$ cat src/rtl/aclk_controller.sv
// Alarm clock keypad/button sequencer: turns digit keys and ALARM/TIME buttons
// into key-buffer shift strobes, display selects and one-cycle load pulses.
module aclk_controller (
  input  logic       clk,
  input  logic       reset,
  input  logic       one_second,
  input  logic [3:0] key,
  input  logic       alarm_button,
  input  logic       time_button,
  output logic       shift,
  output logic       show_new_time,
  output logic       show_a,
  output logic       load_new_c,
  output logic       load_new_a,
  output logic [2:0] digit_cnt
);

  // state            | meaning
  // SHOW_TIME        | idle, display shows current time
  // KEY_STORED       | one cycle, key buffer shifts in the digit
  // KEY_WAITED       | waiting for the held key to be released
  // KEY_ENTRY        | key released, waiting for next digit or a button
  // SHOW_ALARM       | ALARM held in idle, display shows alarm time
  // SET_ALARM_TIME   | one cycle, alarm register loads the key buffer
  // SET_CURRENT_TIME | one cycle, time counter loads the key buffer

  typedef enum logic [2:0] {
    SHOW_TIME,
    KEY_STORED,
    KEY_WAITED,
    KEY_ENTRY,
    SHOW_ALARM,
    SET_ALARM_TIME,
    SET_CURRENT_TIME
  } state_t;

  localparam logic [3:0] NOKEY    = 4'd10;
  localparam logic [3:0] TMO_LAST = 4'd9;
  localparam logic [2:0] DIGITS   = 3'd4;

  state_t     state;
  state_t     state_nxt;
  logic [3:0] tmo_cnt;
  logic       digit_vld;
  logic       no_key;
  logic       timeout;
  logic       cnt_full;

  assign digit_vld = (key < NOKEY);
  assign no_key    = (key >= NOKEY);
  assign timeout   = (tmo_cnt == TMO_LAST) && one_second;
  assign cnt_full  = (digit_cnt == DIGITS);

  always_comb begin
    state_nxt = state;
    case (state)
      SHOW_TIME: begin
        if (alarm_button)   state_nxt = SHOW_ALARM;
        else if (digit_vld) state_nxt = KEY_STORED;
      end
      SHOW_ALARM: begin
        if (!alarm_button) state_nxt = SHOW_TIME;
      end
      KEY_STORED: state_nxt = KEY_WAITED;
      KEY_WAITED: begin
        if (no_key)       state_nxt = KEY_ENTRY;
        else if (timeout) state_nxt = SHOW_TIME;
      end
      KEY_ENTRY: begin
        // buttons beat digits, digits beat the timeout tick
        if (alarm_button)     state_nxt = cnt_full ? SET_ALARM_TIME : SHOW_TIME;
        else if (time_button) state_nxt = cnt_full ? SET_CURRENT_TIME : SHOW_TIME;
        else if (digit_vld)   state_nxt = KEY_STORED;
        else if (timeout)     state_nxt = SHOW_TIME;
      end
      SET_ALARM_TIME:   state_nxt = SHOW_TIME;
      SET_CURRENT_TIME: state_nxt = SHOW_TIME;
      default:          state_nxt = SHOW_TIME;
    endcase
  end

  // Outputs are registered from the next state so they equal a decode of state.
  always_ff @(posedge clk or negedge reset) begin
    if (!reset) begin
      state         <= SHOW_TIME;
      tmo_cnt       <= 4'd0;
      digit_cnt     <= 3'd0;
      shift         <= 1'b0;
      show_new_time <= 1'b0;
      show_a        <= 1'b0;
      load_new_c    <= 1'b0;
      load_new_a    <= 1'b0;
    end else begin
      state         <= state_nxt;
      shift         <= (state_nxt == KEY_STORED);
      show_new_time <= (state_nxt == KEY_STORED) || (state_nxt == KEY_WAITED) ||
                       (state_nxt == KEY_ENTRY);
      show_a        <= (state_nxt == SHOW_ALARM);
      load_new_a    <= (state_nxt == SET_ALARM_TIME);
      load_new_c    <= (state_nxt == SET_CURRENT_TIME);

      if (state == SHOW_TIME)
        digit_cnt <= 3'd0;
      else if ((state == KEY_STORED) && !cnt_full)
        digit_cnt <= digit_cnt + 3'd1;

      if ((state == SHOW_TIME) || (state == KEY_STORED))
        tmo_cnt <= 4'd0;
      else if (((state == KEY_WAITED) || (state == KEY_ENTRY)) && one_second &&
               (tmo_cnt != TMO_LAST))
        tmo_cnt <= tmo_cnt + 4'd1;
    end
  end

endmodule
$ cat config.mk
export PLATFORM = sky130hd
export DESIGN_NAME = aclk_controller
export DESIGN_NICKNAME = d
export VERILOG_FILES = /design/src/rtl/aclk_controller.sv
export SDC_FILE = /design/constraint.sdc
export NUM_CORES = 1
export LEC_CHECK = 0
export ABC_CLOCK_PERIOD_IN_PS = 4900
export BUFFER_PORTS_ARGS = -buffer_cell sky130_fd_sc_hd__buf_2
export CORE_UTILIZATION = 55
export DETAILED_ROUTE_END_ITERATION = 7
export PLACE_DENSITY = 0.82
export SETUP_SLACK_MARGIN = 0.15
export SLEW_MARGIN = 30
export SYNTH_ARGS = -nofsm -noshare
export SYNTH_HDL_FRONTEND = slang
export SYNTH_SLANG_ARGS = --single-unit
$ cat constraint.sdc
create_clock -name clk -period 4.9 [get_ports clk]
set_clock_uncertainty 0.15 [all_clocks]
set_input_delay 0.245 -clock clk [delete_from_list [all_inputs] [get_ports clk]]
set_output_delay 0.245 -clock clk [all_outputs]
set_load 0.005 [all_outputs]
==> flow_summary.json <==
{
  "status": "completed",
  "post_drt_via_cell_ratio": 5.64,
  "die_x_um": 39.9,
  "synth_top_area_share_pct": 47.5,
  "yosysTopAreaCell": "dfrtp_1",
  "hold_violations": 0,
  "clock_path_buffers": 2,
  "core-area_mm2": 0.00132,
  "grt-ovfl-total": 0,
  "grt_start_max_net_pins": 16,
  "ys_async_sr_fraction_pct": 100,
  "ys_ff_latch": 15,
  "crit_arrival_ns": 1.93,
  "syn_nets": 90,
  "fin_ws_ns": 3.03,
  "vias": 620,
  "wire_per_inst_um": 13.0,
  "cts_hold_buf": 1,
  "finalSetupTns_ns": 0,
  "num_io_pins": 17,
  "drive_above_1_share_pct": 22.1,
  "ys_seq_area_share_pct": 47.5,
  "die_h_um": 39.9,
  "gp_congestion": 0.724,
  "ant_nets": 0,
  "switching_share_pct": 37.4,
  "tritoncts": "built",
  "netlist_instances": 77,
  "seq_power_share_pct": 46.8,
  "clock_latency_ns": 0.28,
  "clkPwrFrac_pct": 17.3,
  "synth.avg_cell_area_um2": 10.3,
  "dr.pass1.iters": 2,
  "hpwlAfterDp_mm": 1.03,
  "area_growth_pct": 15.2,
  "detail_route.wirelength_mm": 1.43,
  "post_cts_buffers": 0,
  "setup_viol": 0,
  "rsz0062_at_grt": "false",
  "period_share_pct": 38.2,
  "fmaxAchievable_ghz": 0.534,
  "antenna_cells": 0,
  "power_frac_comb_pct": 35.9,
  "switching_power_mw": 0.155,
  "worstMarginPinSlew_ns": 0.535,
  "synth_edf_count": 0,
  "max-vdd-ir-drop_mv": 0.279,
  "cts_buffers": 3,
  "rows": 13,
  "synth_cell_type_count": 34,
  "grt_pass1_vias": 572,
  "stdcell_area_um2": 911,
  "drt_iter0_markers": 2,
  "power_leakage_nw": 0.444,
  "slew_headroom_pct": 64.2,
  "cp_max_fo": 4,
  "slew_violations": 0,
  "drv_cap": 0,
  "p_per_area_mw_per_mm2": 454,
  "syn-cell-area_um2": 791,
  "cts.sinks": 15,
  "remaining_drc_errors": 0,
  "dpl_worst_slack_ns": 3.03,
  "portBuffers": 15,
  "clkTransAtPathRegs_ns": 0.09,
  "fin_crit_ns": 1.87,
  "worst_setup_path_start_kind": "flop",
  "cts.repair.resized": 0,
  "ys.flop_type": "dfrtp_1",
  "track_usage_pct": 23.3,
  "worstHoldPathType": "primary input to flop",
  "yosys_warnings": 0,
  "root_buffer": "clkbuf_4",
  "worstSetupEndpointType": "flop",
  "num-fill-cells": 97,
  "nNetsFinal": 109,
  "placed_cell_area_um2": 875,
  "worstSetupPathType": "flop to flop",
  "critPathRequiredTime_ns": 4.95,
  "grt_first_pass_wirelength_mm": 2.32,
  "htreeDepth": 1,
  "synth.top_cells.by_area": "dfrtp_1 (47%), ha_1 (6.3%), nor2_1 (3.8%)",
  "die_area_mm2": 0.00159,
  "p_int_mw": 0.259,
  "antenna_found_initial": 0,
  "start_util_pct": 60.0
}
-- synthesized netlist by cell type (all sizes together) (2+ instances only) --
master,count
nor2,8
nor3,3
dfrtp,15
xor2,2
and3,2
buf,2
inv,5
nor3b,2
nand3b,3
ha,4
a21oi,3
o21ai,4
nand3,4
-- layout make-up --
class                           count  area, um^2  area share [%]
Multi-Input combinational cell     54         383            42.0
Clock buffer                        4        26.3            2.88
Timing Repair Buffer               16        85.1            9.34
Tap cell                           15        18.8            2.06
Sequential cell                    15         375            41.2
Inverter                            6        22.5            2.47
-- power by group through the flow --
stage | clock (mW) | sequential [mW] | combinational [mW]
after floorplan | 0 | 0.184 | 0.113
after global placement | 0 | 0.194 | 0.145
after detailed placement | 0 | 0.194 | 0.150
after CTS | 0.0726 | 0.193 | 0.150
after global routing | 0.0784 | 0.200 | 0.172
final | 0.0714 | 0.194 | 0.148
-- kinds of logic after synthesis --
group	synth area share [%]
and+or+nand+nor	21.7
AOI/OAI and AO/OA	15.8
DFF	47.5
buffers and inverters	4.11
adders and majority gates	6.33
xor gates and xnor gates	3.32
muxes	1.27
-- critical path: stages, from the launching register on --
cell	delay, ns
dfrtp_1	0.41
inv_1	0.06
ha_1	0.15
and4b_1	0.26
nor4b_1	0.07
o32ai_1	0.43
inv_1	0.11
nor3_1	0.15
-- layer usage --
| metal | routed length, um | global-route usage [%] | up-vias |
|---|---|---|---|
| met5 | 0 | 0 | - |
| met4 | 44 | 15.5 | 0 |
| met3 | 38 | 5.11 | 4 |
| met2 | 670 | 37.1 | 11 |
| met1 | 677 | 27.9 | 290 |
| li1 | - | - | 315 |
-- metrics by stage --
step | hold WS, ns | total power [mW] | utilization, % | instances
floorplan | -0.201 | 0.297 | - | 77
global placement | 0.0111 | 0.340 | 66.4 | 105
finish | 0.0773 | 0.413 | 69.1 | 110
detailed placement | 0.0152 | 0.344 | 66.4 | 105
CTS | 0.0667 | 0.416 | 69.1 | 110
global route | 0.0864 | 0.450 | 69.1 | 110
-- flip-flops by register name, summed over array words and instances (netlist names) --
name,cells
shift,1
state,3
show_new_time,1
load_new_c,1
show_a,1
load_new_a,1
digit_cnt,3
tmo_cnt,4
-- final timing paths --
path	start	slack, ns	endpoint	depth (start not counted)
max	tmo_cnt[1]	3.03	shift	7
min reg2reg	digit_cnt[0]	0.40	digit_cnt[0]	1
max reg2reg	tmo_cnt[1]	3.03	shift	7
min	alarm_button	0.08	load_new_c	2
min in group asynchronous	reset	0.23	load_new_c	2
max in group asynchronous	reset	4.12	tmo_cnt[2]	2
-- cells in the final DEF, fill, tap and decap left out, drive strengths merged, types with 2 or more instances in the layout --
| cell type | instances |
|---|---|
| clkbuf | 4 |
| ha | 4 |
| nor3 | 3 |
| a21oi | 3 |
| nand3b | 3 |
| o21ai | 4 |
| nor3b | 2 |
| nor2 | 8 |
| inv | 5 |
| xor2 | 2 |
| and3 | 2 |
| buf | 15 |
| dfrtp | 15 |
| nand3 | 4 |
No activity file was read; power rests on OpenSTA's default activity.
